File: config.mk
export PLATFORM = sky130hd
export DESIGN_NAME = sonic_sync_pack_2_128_flat
export DESIGN_NICKNAME = d
export VERILOG_FILES = /design/src/rtl/sonic_sync_pack_2_128_pkg.sv /design/src/rtl/sonic_sync_pack_2_128_if.sv /design/src/rtl/sonic_sync_pack_2_128_ring_wr_ptr.sv /design/src/rtl/sonic_sync_pack_2_128.sv /design/src/flat_wrapper.sv
export SDC_FILE = /design/constraint.sdc
export NUM_CORES = 1
export LEC_CHECK = 0
export ABC_AREA = 0
export BUFFER_PORTS_ARGS = -buffer_cell sky130_fd_sc_hd__clkbuf_2
export CAP_MARGIN = 20
export CORE_ASPECT_RATIO = 2
export CORE_MARGIN = 10
export CORE_UTILIZATION = 55
export CTS_BUF_LIST = sky130_fd_sc_hd__clkbuf_4 sky130_fd_sc_hd__clkbuf_8 sky130_fd_sc_hd__clkbuf_16
export CTS_CLUSTER_SIZE = 10
export DETAILED_ROUTE_END_ITERATION = 6
export PLACE_DENSITY = 0.82
export SETUP_SLACK_MARGIN = 0.5
export SLEW_MARGIN = 20
export SYNTH_ARGS = -nofsm -noshare
export SYNTH_HDL_FRONTEND = slang
export SYNTH_SLANG_ARGS = --single-unit
File: constraint.sdc
create_clock -name clock -period 4.6 [get_ports clock]
set_clock_uncertainty 0.1 [all_clocks]
set_input_delay 0.23 -clock clock [delete_from_list [all_inputs] [get_ports clock]]
set_output_delay 0.23 -clock clock [all_outputs]
set_load 0.05 [all_outputs]
File: src/rtl/sonic_sync_pack_2_128_pkg.sv
// Constants shared by the Rx sync-header packer and the Tx sync-header ring.
package sonic_sync_pkg;
    localparam int unsigned SYNC_WIDTH     = 2;
    localparam int unsigned WORD_WIDTH     = 128;
    localparam int unsigned SLOTS_PER_WORD = 64;
    localparam int unsigned SLOT_BITS      = 6;
    localparam int unsigned FILL_BITS      = SLOT_BITS + 1;
    localparam int unsigned DROP_BITS      = 16;
endpackage

File: src/rtl/sonic_sync_pack_2_128_if.sv
// Packer bus: Rx sync headers in, ring write port and occupancy status out.
// flush / flush_slots exist only when SONIC_SYNC_PACK_FLUSH_EN is defined.
interface sonic_sync_pack_2_128_if #(
    parameter int unsigned ADDR_WIDTH = 9
);
    import sonic_sync_pkg::*;

    logic                  enable;
    logic [SYNC_WIDTH-1:0] data_in;
    logic                  data_valid;
    logic [ADDR_WIDTH:0]   rd_ptr;
    logic                  ovf_clear;
    logic [WORD_WIDTH-1:0] data_out;
    logic                  wren;
    logic [ADDR_WIDTH-1:0] wr_address;
    logic [ADDR_WIDTH:0]   wr_ptr;
    logic                  full;
    logic                  overflow;
    logic [DROP_BITS-1:0]  drop_count;
`ifdef SONIC_SYNC_PACK_FLUSH_EN
    logic                  flush;
    logic [FILL_BITS-1:0]  flush_slots;

    modport master (
        output enable, data_in, data_valid, rd_ptr, ovf_clear, flush,
        input  data_out, wren, wr_address, wr_ptr, full, overflow, drop_count, flush_slots
    );
    modport slave (
        input  enable, data_in, data_valid, rd_ptr, ovf_clear, flush,
        output data_out, wren, wr_address, wr_ptr, full, overflow, drop_count, flush_slots
    );
`else
    modport master (
        output enable, data_in, data_valid, rd_ptr, ovf_clear,
        input  data_out, wren, wr_address, wr_ptr, full, overflow, drop_count
    );
    modport slave (
        input  enable, data_in, data_valid, rd_ptr, ovf_clear,
        output data_out, wren, wr_address, wr_ptr, full, overflow, drop_count
    );
`endif
endinterface

File: src/rtl/sonic_sync_pack_2_128_ring_wr_ptr.sv
// Host ring write pointer, full detection and overflow / drop accounting.
module sonic_ring_wr_ptr
    import sonic_sync_pkg::*;
#(
    parameter int unsigned ADDR_WIDTH = 9
) (
    input  logic                 clock,
    input  logic                 reset_n,
    input  logic                 wren,
    input  logic                 drop,
    input  logic                 ovf_clear,
    input  logic [ADDR_WIDTH:0]  rd_ptr,
    output logic [ADDR_WIDTH:0]  wr_ptr,
    output logic [ADDR_WIDTH:0]  commit_ptr,
    output logic                 full,
    output logic                 commit_full,
    output logic                 overflow,
    output logic [DROP_BITS-1:0] drop_count
);
    localparam logic [ADDR_WIDTH:0] DEPTH_PTR = {1'b1, {ADDR_WIDTH{1'b0}}};

    // commit_ptr also counts a write still in flight, so an emit decision made
    // while wren is high never reuses the address being written.
    assign commit_ptr  = wr_ptr + {{ADDR_WIDTH{1'b0}}, wren};
    assign full        = (wr_ptr - rd_ptr) == DEPTH_PTR;
    assign commit_full = (commit_ptr - rd_ptr) == DEPTH_PTR;

    always_ff @(posedge clock or negedge reset_n) begin
        if (!reset_n) begin
            wr_ptr <= '0;
        end else begin
            wr_ptr <= commit_ptr;
        end
    end

    always_ff @(posedge clock or negedge reset_n) begin
        if (!reset_n) begin
            overflow   <= 1'b0;
            drop_count <= '0;
        end else if (ovf_clear) begin
            overflow   <= 1'b0;
            drop_count <= '0;
        end else if (drop) begin
            overflow <= 1'b1;
            if (drop_count != '1) begin
                drop_count <= drop_count + DROP_BITS'(1);
            end
        end
    end
endmodule

File: src/rtl/sonic_sync_pack_2_128.sv
// Packs 64 Rx sync headers per 128-bit word and writes them to the host ring.
// Partial-word flush is built only when SONIC_SYNC_PACK_FLUSH_EN is defined.
module sonic_sync_pack_2_128
    import sonic_sync_pkg::*;
#(
    parameter int unsigned ADDR_WIDTH = 9
) (
    input logic                    clock,
    input logic                    reset_n,
    sonic_sync_pack_2_128_if.slave bus
);
    logic [SLOT_BITS-1:0]  slot;
    logic [WORD_WIDTH-1:0] accum;
    logic [WORD_WIDTH-1:0] merged;
    logic                  take;
    logic                  word_done;
    logic                  emit;
    logic                  accept;
    logic                  drop;
    logic [WORD_WIDTH-1:0] data_q;
    logic                  wren_q;
    logic [ADDR_WIDTH-1:0] addr_q;
    logic [ADDR_WIDTH:0]   wr_ptr;
    logic [ADDR_WIDTH:0]   commit_ptr;
    logic                  full;
    logic                  commit_full;
    logic                  overflow;
    logic [DROP_BITS-1:0]  drop_count;
`ifdef SONIC_SYNC_PACK_FLUSH_EN
    logic [FILL_BITS-1:0]  fill;
    logic [FILL_BITS-1:0]  fill_q;
`endif

    always_comb begin
        take   = bus.enable && bus.data_valid;
        merged = accum;
        if (take) begin
            merged[{slot, 1'b0} +: SYNC_WIDTH] = bus.data_in;
        end
        word_done = take && (slot == SLOT_BITS'(SLOTS_PER_WORD - 1));
`ifdef SONIC_SYNC_PACK_FLUSH_EN
        // A header arriving with flush is counted before the flush is judged.
        fill = {1'b0, slot} + FILL_BITS'(take);
        emit = word_done || (bus.enable && bus.flush && (fill != '0));
`else
        emit = word_done;
`endif
        accept = emit && !commit_full;
        drop   = emit && commit_full;
    end

    always_ff @(posedge clock or negedge reset_n) begin
        if (!reset_n) begin
            slot  <= '0;
            accum <= '0;
        end else if (!bus.enable || emit) begin
            slot  <= '0;
            accum <= '0;
        end else if (take) begin
            slot  <= slot + SLOT_BITS'(1);
            accum <= merged;
        end
    end

    always_ff @(posedge clock or negedge reset_n) begin
        if (!reset_n) begin
            wren_q <= 1'b0;
            data_q <= '0;
            addr_q <= '0;
        end else begin
            wren_q <= accept;
            if (accept) begin
                data_q <= merged;
                addr_q <= commit_ptr[ADDR_WIDTH-1:0];
            end
        end
    end

`ifdef SONIC_SYNC_PACK_FLUSH_EN
    always_ff @(posedge clock or negedge reset_n) begin
        if (!reset_n) begin
            fill_q <= '0;
        end else if (accept) begin
            fill_q <= fill;
        end
    end

    assign bus.flush_slots = fill_q;
`endif

    sonic_ring_wr_ptr #(
        .ADDR_WIDTH(ADDR_WIDTH)
    ) u_wr_ptr (
        .clock       (clock),
        .reset_n     (reset_n),
        .wren        (wren_q),
        .drop        (drop),
        .ovf_clear   (bus.ovf_clear),
        .rd_ptr      (bus.rd_ptr),
        .wr_ptr      (wr_ptr),
        .commit_ptr  (commit_ptr),
        .full        (full),
        .commit_full (commit_full),
        .overflow    (overflow),
        .drop_count  (drop_count)
    );

    assign bus.data_out   = data_q;
    assign bus.wren       = wren_q;
    assign bus.wr_address = addr_q;
    assign bus.wr_ptr     = wr_ptr;
    assign bus.full       = full;
    assign bus.overflow   = overflow;
    assign bus.drop_count = drop_count;
endmodule
File: src/flat_wrapper.sv
// flat-port wrapper written by rule: the top's interface ports become plain ports
module sonic_sync_pack_2_128_flat import sonic_sync_pkg::*;
#(
    parameter int unsigned ADDR_WIDTH = 9
)
  (clock, reset_n, bus_enable, bus_data_in, bus_data_valid, bus_rd_ptr, bus_ovf_clear, bus_data_out, bus_wren, bus_wr_address, bus_wr_ptr, bus_full, bus_overflow, bus_drop_count);
  sonic_sync_pack_2_128_if #(.ADDR_WIDTH(ADDR_WIDTH)) bus_i ();
  input logic clock;
  input logic reset_n;
  input wire logic [$bits(bus_i.enable)-1:0] bus_enable;
  input wire logic [$bits(bus_i.data_in)-1:0] bus_data_in;
  input wire logic [$bits(bus_i.data_valid)-1:0] bus_data_valid;
  input wire logic [$bits(bus_i.rd_ptr)-1:0] bus_rd_ptr;
  input wire logic [$bits(bus_i.ovf_clear)-1:0] bus_ovf_clear;
  output wire logic [$bits(bus_i.data_out)-1:0] bus_data_out;
  output wire logic [$bits(bus_i.wren)-1:0] bus_wren;
  output wire logic [$bits(bus_i.wr_address)-1:0] bus_wr_address;
  output wire logic [$bits(bus_i.wr_ptr)-1:0] bus_wr_ptr;
  output wire logic [$bits(bus_i.full)-1:0] bus_full;
  output wire logic [$bits(bus_i.overflow)-1:0] bus_overflow;
  output wire logic [$bits(bus_i.drop_count)-1:0] bus_drop_count;
  assign bus_i.enable = bus_enable;
  assign bus_i.data_in = bus_data_in;
  assign bus_i.data_valid = bus_data_valid;
  assign bus_i.rd_ptr = bus_rd_ptr;
  assign bus_i.ovf_clear = bus_ovf_clear;
  assign bus_data_out = bus_i.data_out;
  assign bus_wren = bus_i.wren;
  assign bus_wr_address = bus_i.wr_address;
  assign bus_wr_ptr = bus_i.wr_ptr;
  assign bus_full = bus_i.full;
  assign bus_overflow = bus_i.overflow;
  assign bus_drop_count = bus_i.drop_count;
  sonic_sync_pack_2_128 #(.ADDR_WIDTH(ADDR_WIDTH)) u_core (.clock(clock), .reset_n(reset_n), .bus(bus_i));
endmodule
==> Yosys cells after proc, flatten, opt, wreduce, memory -nomap -nowiden <==
Cells that the tools add are included.
{ "totals": {"inputBits": 17, "elab_cells": 42, "ff_bits": 299, "out_inout_bits": 166} }
{ "classes": {"n_reduce_logical": 11, "add_sub_neg": 6, "muxes": 11, "shift": 2, "eq_ne": 4} }
{ "ops": {"columns": ["operator", "count"], "rows": [
  ["$mux 128", 3],
  ["$bwmux 128", 1],
  ["$shift 2x9->128 const A", 1],
  ["$shiftx 2x9->128", 1],
  ["$mux 16", 3],
  ["$eq 10x10->1 const B", 2],
  ["$sub 10x10->10", 2],
  ["$add 16x1->16 const B", 1],
  ["$ne 16x16->1 const B", 1],
  ["$mux 6", 2],
  ["$add 10x1->10", 1],
  ["$neg 7->9", 1],
  ["$add 6x1->6 const B", 1],
  ["$eq 6x6->1 const B", 1],
  ["$reduce_bool 2->1", 3],
  ["$logic_and 1x1->1", 4],
  ["$logic_not 1->1", 2],
  ["$mux 1", 2],
  ["$reduce_and 2->1", 1],
  ["$logic_or 1x1->1", 1]
]} }

==> Depth between registers and ports, before layout <==
Gate-level depths: netlist of run 1.
{ "logic_depth": {"word_depth": 6, "depth_mapped": 16, "ltp_nobuf": 13} }

==> Modules after synthesis <==
From an unflattened synthesis of run 1, not the netlist that was laid out.
{ "hier_totals": {"hier_cells": 1250, "hier_area_um2": 14211.1} }
{ "modules_own_cells": {"columns": ["module", "instances", "seq_area_each_um2", "cells_each", "area_per_inst_um2"], "rows": [
  ["sonic_sync_pack_2_128", 1, 6806.5, 1026, 12200.5],
  ["sonic_ring_wr_ptr", 1, 675.6, 224, 2010.7]
]} }

==> Worst setup path after synthesis of run 1 <==
OpenSTA, ideal clock, no wires.
{ "synth_path": {"path_kind": "flip-flop to flip-flop", "from": "register u_core.u_wr_ptr.wr_ptr[0]", "to": "register u_core.data_q[92] (netlist: u_core.bus.data_out[92])", "setup_time_ps": 125, "setup_slack_ps": 634, "stages_incl_launch_ff": 16, "synth_period_minus_slack_ps": 3966, "path_buffers": 3, "arrival_ps": 3741, "t_required_ps": 4375, "path_cell_list": "dfrtp_1 > ha_1 > ha_1 > and3_1 > nand3_1 > xnor2_1 > ha_1 > clkbuf_1 > inv_1 > a2111oi_1 > nor4_1 > a31oi_1 > o21a_1 > buf_2 > buf_4 > mux2_2"} }
{ "synth_via": {"elab_chain_len": 5} }
{ "synth_rtl": {"columns": ["element", "line_no", "rtl"], "rows": [
  ["start, declared", "sonic_sync_pack_2_128_ring_wr_ptr.sv:13", "output logic [ADDR_WIDTH:0] wr_ptr,"],
  ["start signal, assigned", "sonic_sync_pack_2_128_ring_wr_ptr.sv:32", "wr_ptr <= commit_ptr;"],
  ["$add 10x1->10", "sonic_sync_pack_2_128_ring_wr_ptr.sv:24", "assign commit_ptr = wr_ptr + {{ADDR_WIDTH{1'b0}}, wren};"],
  ["via u_core.commit_ptr[6]", "sonic_sync_pack_2_128.sv:24", "logic [ADDR_WIDTH:0] commit_ptr;"],
  ["$sub 10x10->10", "sonic_sync_pack_2_128_ring_wr_ptr.sv:26", "assign commit_full = (commit_ptr - rd_ptr) == DEPTH_PTR;"],
  ["$eq 10x10->1", "sonic_sync_pack_2_128_ring_wr_ptr.sv:26", null],
  ["$logic_not 1->1", "sonic_sync_pack_2_128.sv:48", "accept = emit && !commit_full;"],
  ["$logic_and 1x1->1", "sonic_sync_pack_2_128.sv:48", null],
  ["via u_core.accept", "sonic_sync_pack_2_128.sv:18", "logic accept;"],
  ["end signal, assigned", "sonic_sync_pack_2_128.sv:73", "data_q <= merged;"],
  ["end, declared", "sonic_sync_pack_2_128.sv:20", "logic [WORD_WIDTH-1:0] data_q;"]
]} }
The timed path passes the listed nets, and every way through them passes these cells.
A chain may end at the register's enable or synchronous reset.

==> Worst setup path after layout of run 1 <==
{ "layout_path": {"from": "register u_core.u_wr_ptr.wr_ptr[0]", "to": "register u_core.u_wr_ptr.drop_count[7]"} }
{ "layout_via": {"elab_chain_len": 6} }
{ "layout_rtl": {"columns": ["element", "line_no", "rtl"], "rows": [
  ["$add 10x1->10", "sonic_sync_pack_2_128_ring_wr_ptr.sv:24", null],
  ["via u_core.commit_ptr[5]", "sonic_sync_pack_2_128.sv:24", null],
  ["$sub 10x10->10", "sonic_sync_pack_2_128_ring_wr_ptr.sv:26", null],
  ["$eq 10x10->1", "sonic_sync_pack_2_128_ring_wr_ptr.sv:26", null],
  ["$logic_and 1x1->1", "sonic_sync_pack_2_128.sv:49", "drop = emit && commit_full;"],
  ["$reduce_bool 2->1 (no line)", null, null],
  ["$reduce_and 2->1 (no line)", null, null],
  ["end signal, assigned", "sonic_sync_pack_2_128_ring_wr_ptr.sv:46", "drop_count <= drop_count + DROP_BITS'(1);"],
  ["end, declared", "sonic_sync_pack_2_128_ring_wr_ptr.sv:18", "output logic [DROP_BITS-1:0] drop_count"]
]} }
The timed path passes the listed nets, and every way through them passes these cells.

==> impl_metrics.toml, run 1 <==
[detailed_routing]
drcViolationCount = 0
ant_nets = 0
viasPerCell = 6.252
firstDrtPassIters = 5
drt-total-wl_um = 40900
wl_per_cell_um = 22.67
routed-via-count = 11280
first_iter_violations = 731

[critical_path]
startpoint_type = "register"
path_max_fanout = 23
startpoint = "u_core.u_wr_ptr.wr_ptr[0]"
path_buf_inv = 1
cp_cell_sequence = "ha_1 -> nand3_1 -> nor2_1 -> xor2_1 -> ha_1 -> xor2_1 -> o31a_1 -> nor3_1 -> o2111a_1 -> nand4b_1 -> buf_4 -> nor4_1 -> mux2_2"
cp_data_arrival_time_ps = 4260
cp_slowest_cell = "ha_1"
rr_startpoint = "u_core.u_wr_ptr.wr_ptr[0]"
crit_family = "simple AND/OR/NAND/NOR gates"
slowest_delay_ps = 370
path_class = "register to register"
cp_data_required_time_ps = 4900
endpoint_kind = "register"

[logic_synthesis]
yosysTopAreaCell = "dfrtp_1"
netlist_top_cells_count = "dfrtp_1 (299), mux2_2 (240), nand2_1 (89)"
synth_edf_count = 0
syn_area_mm2 = 0.01501
netlist-cell-type-count = 68
post_synth.cell_area_avg_um2 = 11.63
synth_area_leaders = "dfrtp_1 (50%), mux2_2 (18%), a22o_1 (3.4%)"
synth.most_common_cell = "dfrtp_1"
ys_ff_latch = 299
synth_top_area_share_pct = 49.85
syn-num-nets = 1333
synthCells = 1291
seq_area_frac_synth_pct = 49.85
yosysWarnings = 0
async_reset_ff_share_pct = 100.0
synthFlopType = "dfrtp_1"

[clock_network]
clkTransAtPathRegs_ps = 60
cts.sinks = 299
cts_made_buffers = 35
cts_buffer_depth = 3
htreeDepth = 2
cts_tree = "yes"
cts-root-buf = "clkbuf_16"
cts_setup_buffers = 0
insertion_delay_ps = 520

[final_layout]
seq_area_mm2 = 0.007482
multi_input_area_mm2 = 0.007083
fill_cells = 2075
fin_nets = 1498
layout-drive-gt1-share_pct = 35.23
antenna_cells = 0
layout-area-overhead-vs-synth_pct = 14.28

[grt]
grt_usage_pct = 23.11
grt_pass1_wl_um = 63570
grt-ovfl-total = 0
grt_pass1_vias = 11820
antenna_found_initial = 0
grt_max_degree = 148

[placed_design]
place_congestion = 0.9585
portBuffers = 182
pre_cts_slack_ps = 605.1
dp.final_hpwl_um = 29050

[floorplan]
die_w_um = 136.8
die_h_um = 253.6
rows = 85
io_pins = 183
coreArea_mm2 = 0.02691
dieArea_mm2 = 0.03470
start_util_pct = 55.79

[worst_hold_path]
hp-class = "input pin to register"
min_from = "bus_data_valid"

[sta]
hold_viol_final = 0
worstMarginPinSlew_ps = 954.2
relSlewSlack_pct = 35.90
post-route-min-period_ps = 3958
fin_ws_ps = 642.1
drv_slew = 0
rsz0062_at_grt = "no"
setup_viol = 0
fin_crit_sh_pct = 86.04
timing.fmax_mhz = 252.7
tns_ps = 0

[power]
power_density_mw_per_mm2 = 311.5
totalPowerFinal_mw = 5.344
vdd_drop_max_mv = 0.2625
p_leak_nw = 8.456

[status]
status = "completed"

[flow_run]
drv_cap = 0
-- kinds of logic after synthesis --
| logic type | Yosys count | share of synthesized area, % |
|---|---|---|
| fa+ha+maj | 25 | 2.084 |
| xor+xnor | 26 | 1.742 |
| compound gates | 265 | 13.24 |
| mux | 257 | 19.23 |
| buf+inv | 106 | 3.251 |
| flops | 299 | 49.85 |
| simple gates | 313 | 10.61 |
-- repair_timing --
action / 4_1_cts / 5_1_grt
hold buffers: 2 / 0
setup endpoints to repair: 0 / 110
endpoints found under the hold margin: 147 / 0
gates resized for setup: 0 / 5
-- cell usage in the layout, fill, tap and decap left out, types with 4 or more instances in the layout --
master | netlist | layout
a21o_1 | 19 | 19
a21oi_1 | 20 | 20
a22o_1 | 58 | 58
a32o_1 | 22 | 22
and2_1 | 6 | 6
and3_1 | 19 | 19
buf_4 | 14 | 16
clkbuf_16 | 0 | 35
clkbuf_2 | 0 | 181
dfrtp_1 | 299 | 299
ha_1 | 25 | 24
inv_1 | 30 | 30
mux2_2 | 240 | 240
mux2i_1 | 12 | 12
nand2_1 | 89 | 89
nand2b_1 | 7 | 6
nand3_1 | 33 | 33
nand4_1 | 7 | 7
nor2_1 | 66 | 65
nor2_4 | 5 | 6
nor2b_1 | 15 | 14
nor3_1 | 20 | 20
nor4_1 | 14 | 13
o21a_1 | 6 | 5
o21ai_0 | 80 | 80
o2bb2ai_1 | 28 | 28
or2_1 | 5 | 4
or3_1 | 9 | 9
or4_1 | 6 | 6
xnor2_1 | 13 | 13
xor2_1 | 10 | 10
-- power by group --
part           switching, mW  internal [mW]  leakage [nW]
Combinational          0.271         0.0839          3.86
Sequential           0.00650           2.64          4.15
Clock                  0.996           1.35         0.440
Total                   1.27           4.07          8.46
-- layout make-up --
class | count | area share, %
sequential | 299 | 43.62
multi-input combinational | 886 | 41.29
timing repair buffer | 204 | 6.696
clock buffer | 36 | 5.150
tap | 348 | 2.538
inverter | 30 | 0.6565
clock inverter | 1 | 0.05106
-- per-stage QoR --
stage,std cells,hold WS (ps),instance area (um2),util (%)
global route,1804,89.72,17150,63.75
global placement,1764,335.4,16190,60.16
detailed placement,1764,350.6,16190,60.17
finish,1804,66.97,17150,63.75
floorplan,1291,-165.6,15010,-
CTS,1803,55.33,17100,63.56
-- flip-flops by register name (all words and copies together), names as in the netlist --
register                    cells
u_core.bus.wr_address           9
u_core.bus.wren                 1
u_core.u_wr_ptr.overflow        1
u_core.bus.data_out           128
u_core.accum                  128
u_core.u_wr_ptr.wr_ptr         10
u_core.u_wr_ptr.drop_count     16
u_core.slot                     6
-- per-layer routing --
layer	wire, um	global-route usage, %
met3	2363	3.540
met2	21650	41.06
met1	14420	24.81
met5	0	0
met4	2471	14.40
-- worst reg2reg max path, stage by stage, from the launching register on --
cell	delay (ps)
dfrtp_1	360
ha_1	190
nand3_1	240
nor2_1	240
xor2_1	280
ha_1	370
xor2_1	180
o31a_1	240
nor3_1	270
o2111a_1	220
nand4b_1	160
buf_4	270
nor4_1	360
mux2_2	370
-- path summary, 6_finish.rpt --
check | depth (start not counted) | slack (ps) | end
worst max-delay path | 13 | 640 | u_core.u_wr_ptr.drop_count[7]
worst min-delay path | 4 | 70 | u_core.slot[2]
worst max register to register | 13 | 640 | u_core.u_wr_ptr.drop_count[7]
worst min register to register | 1 | 380 | u_core.accum[18]
max in group asynchronous | 4 | 2900 | u_core.u_wr_ptr.drop_count[3]
min in group asynchronous | 2 | 170 | u_core.bus.data_out[76]
(Power assumes the default switching activity.)
==> inputs of run 2 (changes only) <==
--- a/config.mk
+++ b/config.mk
@@ -10,11 +10,11 @@
 export CAP_MARGIN = 20
 export CORE_ASPECT_RATIO = 2
 export CORE_MARGIN = 10
-export CORE_UTILIZATION = 55
+export CORE_UTILIZATION = 50
 export CTS_BUF_LIST = sky130_fd_sc_hd__clkbuf_4 sky130_fd_sc_hd__clkbuf_8 sky130_fd_sc_hd__clkbuf_16
 export CTS_CLUSTER_SIZE = 10
 export DETAILED_ROUTE_END_ITERATION = 6
-export PLACE_DENSITY = 0.82
+export PLACE_DENSITY = 0.76
 export SETUP_SLACK_MARGIN = 0.5
 export SLEW_MARGIN = 20
 export SYNTH_ARGS = -nofsm -noshare
==> constraint.sdc (replaced) <==
create_clock -name clock -period 4.6 [get_ports clock]
set_clock_uncertainty 0.1 [all_clocks]
set_input_delay 0.92 -clock clock [delete_from_list [all_inputs] [get_ports clock]]
set_output_delay 0.92 -clock clock [all_outputs]
set_load 0.05 [all_outputs]
==> run 2 against run 1 <==
- utilization down 5.5 points
- clock-buffer cell count is the same
- power rose by 0.40%
- clock power about the same
- critical path type is now input pin to primary output
- critical endpoint is now bus_full
==> impl_metrics.toml, run 2 (synthesis gave the netlist of run 1 again) <==
[grt]
grt_pass1_wl_um = 63380
grt_max_degree = 126
grt_pass1_vias = 11530
grt-ovfl-total = 0
grt_usage_pct = 21.04
antenna_found_initial = 0

[power]
vdd_drop_max_mv = 0.2252
p_comb_share_pct = 6.6
pwr-share-clk_pct = 44.1
power_frac_seq_pct = 49.3
p_leak_nw = 8.494
p_switching_mw = 1.293
switching_share_pct = 24.09
intPower_mw = 4.072
power_density_mw_per_mm2 = 310.7

[critical_path]
path_class = "input pin to primary output"
cpMostUsedCell = "clkbuf_2"
slowest_delay_ps = 450
startpoint_type = "input pin"
cp_slowest_cell = "a2111oi_1"
cp_cell_sequence = "clkbuf_2 -> inv_1 -> ha_1 -> nor2b_1 -> o21ai_0 -> nand2b_1 -> a21o_1 -> a2111oi_1 -> a31o_2 -> o311a_1 -> clkbuf_2"
path_max_fanout = 3
cp_data_required_time_ps = 3580
cp_data_arrival_time_ps = 3010
endpoint_kind = "primary output"

[sta]
fin_crit_sh_pct = 87.51
rsz0062_at_grt = "yes"
worstMarginPinSlew_ps = 959.7
tns_ps = 0
drv_slew = 0
hold_viol_final = 0
timing.fmax_mhz = 248.4
setup_viol = 0
fin_ws_ps = 574.3
relSlewSlack_pct = 36.02
post-route-min-period_ps = 4026

[clock_network]
cts_buffer_depth = 3
cts_tree = "yes"
insertion_delay_ps = 520
cts_made_buffers = 35
cts.sinks = 299
ctsHoldBuffers = 0
clkTransAtPathRegs_ps = 50
cts-root-buf = "clkbuf_16"
htreeDepth = 2

[final_layout]
fill_cells = 2449
layout-area-overhead-vs-synth_pct = 15.02
final_cell_area_mm2 = 0.01727
multi_input_area_mm2 = 0.007122
seq_area_mm2 = 0.007482
layout-drive-gt1-share_pct = 35.73
fin_nets = 1500
final_common_cell = "dfrtp_1"
antenna_cells = 0
layout_common_cells = "dfrtp_1 (299), mux2_2 (240), clkbuf_2 (181), nand2_1 (89), o21ai_0 (80)"

[flow_run]
drv_cap = 0

[floorplan]
die_h_um = 265.0
start_util_pct = 50.68
io_pins = 183
coreArea_mm2 = 0.02962
rows = 89
dieArea_mm2 = 0.03777
die_w_um = 142.5

[worst_hold_path]
hp-class = "register to register"

[placed_design]
dp.final_hpwl_um = 29010
placed_area_mm2 = 0.01627
portBuffers = 182
pre_cts_slack_ps = 523.6
place_congestion = 0.9569

[detailed_routing]
wl_per_cell_um = 22.45
drt-total-wl_um = 40910
ant_nets = 0
viasPerCell = 6.098
drcViolationCount = 0
firstDrtPassIters = 5
first_iter_violations = 578
routed-via-count = 11110

[status]
status = "completed"
## run 2: cell count changes in the layout (fill, tap and decap cells not counted), sizes merged
| cell | delta |
|---|---|
| buf | +3 |
| dlygate4sd3 | -2 |
| clkbuf | +1 |
## run 2: layout make-up
type	instances	area share, %
Sequential cell	299	43.34
Inverter	30	0.6522
Multi-Input combinational cell	886	41.25
Clock buffer	36	5.116
Tap cell	364	2.638
Timing Repair Buffer	206	6.957
Clock inverter	1	0.05073
## run 2: metal layers
layer / up-vias / GRT usage (%) / wire, um
met2: 375 / 38.07 / 21970
met1: 5575 / 22.82 / 14730
met5: - / 0 / 0
li1: 5043 / - / -
met3: 117 / 3.248 / 2120
met4: 0 / 11.37 / 2080
## run 2: power groups by stage
| stage | logic (mW) | clock network (mW) | registers [mW] |
|---|---|---|---|
| final | 0.354 | 2.37 | 2.64 |
| after global routing | 0.388 | 2.51 | 2.64 |
| after CTS | 0.353 | 2.42 | 2.64 |
| after detailed placement | 0.351 | 0 | 2.69 |
| after global placement | 0.341 | 0 | 2.69 |
| after floorplan | 0.194 | 0 | 2.70 |
## run 2: worst paths after layout
path	from	to	slack (ps)	cells past startpoint
min	u_core.accum[18]	u_core.accum[18]	380	1
min reg2reg	u_core.accum[18]	u_core.accum[18]	380	1
max reg2reg	u_core.u_wr_ptr.wr_ptr[0]	u_core.u_wr_ptr.drop_count[8]	710	15
min in group asynchronous	reset_n	u_core.bus.data_out[9]	410	1
max	bus_rd_ptr[1]	bus_full	570	11
max in group asynchronous	reset_n	u_core.accum[123]	3060	2
## run 2: critical path: cells and delay by family
family                     cells  cell delay (ps)
adders and majority gates      1              280
buffers and inverters          3              410
and+or+nand+nor                2              260
AOI/OAI and AO/OA              5             1140
## run 2: per-stage QoR
stage / power, mW / std cells / hold WS [ps] / util [%]
3_5_place_dp: 3.042 / 1783 / 367.1 / 54.92
5_1_grt: 5.539 / 1822 / 393.8 / 58.29
6_report: 5.365 / 1822 / 376.3 / 58.29
3_3_place_gp: 3.031 / 1783 / 355.3 / 54.92
4_1_cts: 5.416 / 1820 / 378.9 / 57.95
2_1_floorplan: 2.897 / 1291 / 340.5 / -
## run 2: timing repair
action	4_1_cts	5_1_grt
gates resized for setup	1	12
endpoints found under the hold margin	0	0
endpoints found under the setup margin	9	138
cloned	0	1
pin swaps	0	0
setup buffers	0	1
==> inputs of run 3 (changes only) <==
--- a/config.mk
+++ b/config.mk
@@ -10,11 +10,11 @@
 export CAP_MARGIN = 20
 export CORE_ASPECT_RATIO = 2
 export CORE_MARGIN = 10
-export CORE_UTILIZATION = 50
+export CORE_UTILIZATION = 55
 export CTS_BUF_LIST = sky130_fd_sc_hd__clkbuf_4 sky130_fd_sc_hd__clkbuf_8 sky130_fd_sc_hd__clkbuf_16
 export CTS_CLUSTER_SIZE = 10
 export DETAILED_ROUTE_END_ITERATION = 6
-export PLACE_DENSITY = 0.76
+export PLACE_DENSITY = 0.82
 export SETUP_SLACK_MARGIN = 0.5
 export SLEW_MARGIN = 20
 export SYNTH_ARGS = -nofsm -noshare
==> constraint.sdc (replaced) <==
create_clock -name clock -period 4.5 [get_ports clock]
set_clock_uncertainty 0.1 [all_clocks]
set_input_delay 0.9 -clock clock [delete_from_list [all_inputs] [get_ports clock]]
set_output_delay 0.9 -clock clock [all_outputs]
set_load 0.005 [all_outputs]
==> run 3 against run 2 <==
- utilization grew 6.0 points
- global-route usage grew 2.3 points
- sequential cell count is the same
- cell count shrank 0.55%
- largest power group unchanged
- highest routed layer unchanged
==> impl_metrics.toml, run 3 (synthesis gave the netlist of run 1 again) <==
[power]
vdd_drop_max_mv = 0.2585
power_density_mw_per_mm2 = 317.5
p_leak_nw = 8.524

[grt]
grt_pass1_vias = 11780
grt-ovfl-total = 0
antenna_found_initial = 0
grt_max_degree = 104
grt_pass1_wl_um = 64210
grt_usage_pct = 23.30

[sta]
drv_slew = 0
relSlewSlack_pct = 36.13
setup_viol = 0
tns_ps = 0
post-route-min-period_ps = 3914
timing.fmax_mhz = 255.5
rsz0062_at_grt = "yes"
worstMarginPinSlew_ps = 950.7
hold_viol_final = 0
fin_crit_sh_pct = 86.98

[clock_network]
clkTransAtPathRegs_ps = 50
insertion_delay_ps = 520
htreeDepth = 2
ctsHoldBuffers = 0
cts_tree = "yes"
cts.sinks = 299
cts_buffer_depth = 3
cts-root-buf = "clkbuf_16"
cts_made_buffers = 35

[placed_design]
portBuffers = 182
placed_area_mm2 = 0.01623
dp.final_hpwl_um = 29280
place_congestion = 0.9911

[floorplan]
die_h_um = 253.6
io_pins = 183
rows = 85
start_util_pct = 55.79
die_w_um = 136.8
dieArea_mm2 = 0.03470
coreArea_mm2 = 0.02691

[worst_hold_path]
hp-class = "input pin to async pin"

[critical_path]
slowest_delay_ps = 400
path_max_fanout = 41
crit_family = "compound AO/OA/AOI/OAI gates"
path_class = "register to register"
endpoint_kind = "register"
cp_slowest_cell = "dfrtp_1"
cp_data_required_time_ps = 4800
cpMostUsedCell = "ha_1"
cp_cell_sequence = "ha_1 -> ha_1 -> and3_1 -> xor2_1 -> ha_2 -> a21oi_1 -> nor4b_2 -> nand3_1 -> a31oi_1 -> o21a_4 -> buf_12 -> mux2_2"
startpoint_type = "register"
cp_data_arrival_time_ps = 4210
path_buf_inv = 1

[detailed_routing]
firstDrtPassIters = 5
drcViolationCount = 0
drt-total-wl_um = 41640
viasPerCell = 6.267
first_iter_violations = 758
wl_met2_um = 21870
wl_met1_um = 14740
ant_nets = 0
wl_per_cell_um = 22.98
highest_layer = "met4"
wl_met3_um = 2453
routed-via-count = 11360

[final_layout]
antenna_cells = 0
fill_cells = 1999
layout-drive-gt1-share_pct = 36.20
final_cell_area_mm2 = 0.01731
layout_common_cells = "dfrtp_1 (299), mux2_2 (240), clkbuf_2 (181), nand2_1 (89), o21ai_0 (79)"
fin_nets = 1505
final_common_cell = "dfrtp_1"
layout-area-overhead-vs-synth_pct = 15.32

[flow_run]
drv_cap = 0

[status]
status = "completed"
[run 3: metal layers]
metal  track usage [%]  up-vias
li1                  -     5053
met1             25.27     5667
met2             41.27      493
met3             3.699      143
met4             14.04        0
met5                 0        -
[run 3: what timing repair did]
action,4_1_cts,5_1_grt
setup endpoints to repair,2,135
pin swaps,1,1
resized for setup,0,19
setup buffers,0,7
gates cloned,0,1
[run 3: where the power goes]
group	switching [mW]	total [mW]	internal, mW	leakage (nW)
Clock	1.05	2.44	1.39	0.450
Combinational	0.268	0.354	0.0864	3.92
Sequential	0.00678	2.70	2.70	4.15
[run 3: final timing paths]
kind | end | depth (start not counted) | startpoint | slack [ps]
setup / recovery | u_core.bus.data_out[25] | 12 | u_core.u_wr_ptr.wr_ptr[0] | 590
hold / removal | u_core.accum[12] | 1 | reset_n | 320
setup reg to reg | u_core.bus.data_out[25] | 12 | u_core.u_wr_ptr.wr_ptr[0] | 590
hold reg to reg | u_core.accum[19] | 1 | u_core.accum[19] | 380
max in group asynchronous | u_core.bus.data_out[34] | 2 | reset_n | 2980
min in group clock | u_core.accum[19] | 1 | u_core.accum[19] | 380
[run 3: per-stage QoR]
step | std cells | setup WS [ps] | hold WS (ps) | power (mW) | utilization, %
finish | 1812 | 585.9 | 320.0 | 5.497 | 64.33
global route | 1812 | 385.3 | 371.4 | 5.675 | 64.33
CTS | 1804 | 513.1 | 353.8 | 5.531 | 63.71
detailed placement | 1766 | 516.3 | 366.9 | 3.096 | 60.31
global placement | 1766 | 596.6 | 357.7 | 3.086 | 60.31
floorplan | 1291 | 897.5 | 340.5 | 2.948 | -
[run 3: worst reg2reg max path, stage by stage, from the launching register on]
cell and delay [ps]:
dfrtp_1 400, ha_1 240, ha_1 210, and3_1 230
xor2_1 290, ha_2 390, a21oi_1 210, nor4b_2 300
nand3_1 120, a31oi_1 290, o21a_4 360, buf_12 280
mux2_2 410
[run 3: layout make-up]
type	instances	area [um2]	share of cell area [%]
repair buffers	211	1226	7.083
clock buffers	36	883.3	5.103
inverters	30	112.6	0.6505
clock inverters	2	32.53	0.1879
flip-flops and latches	299	7482	43.22
multi-input cells	886	7138	41.24
well taps	348	435.4	2.515
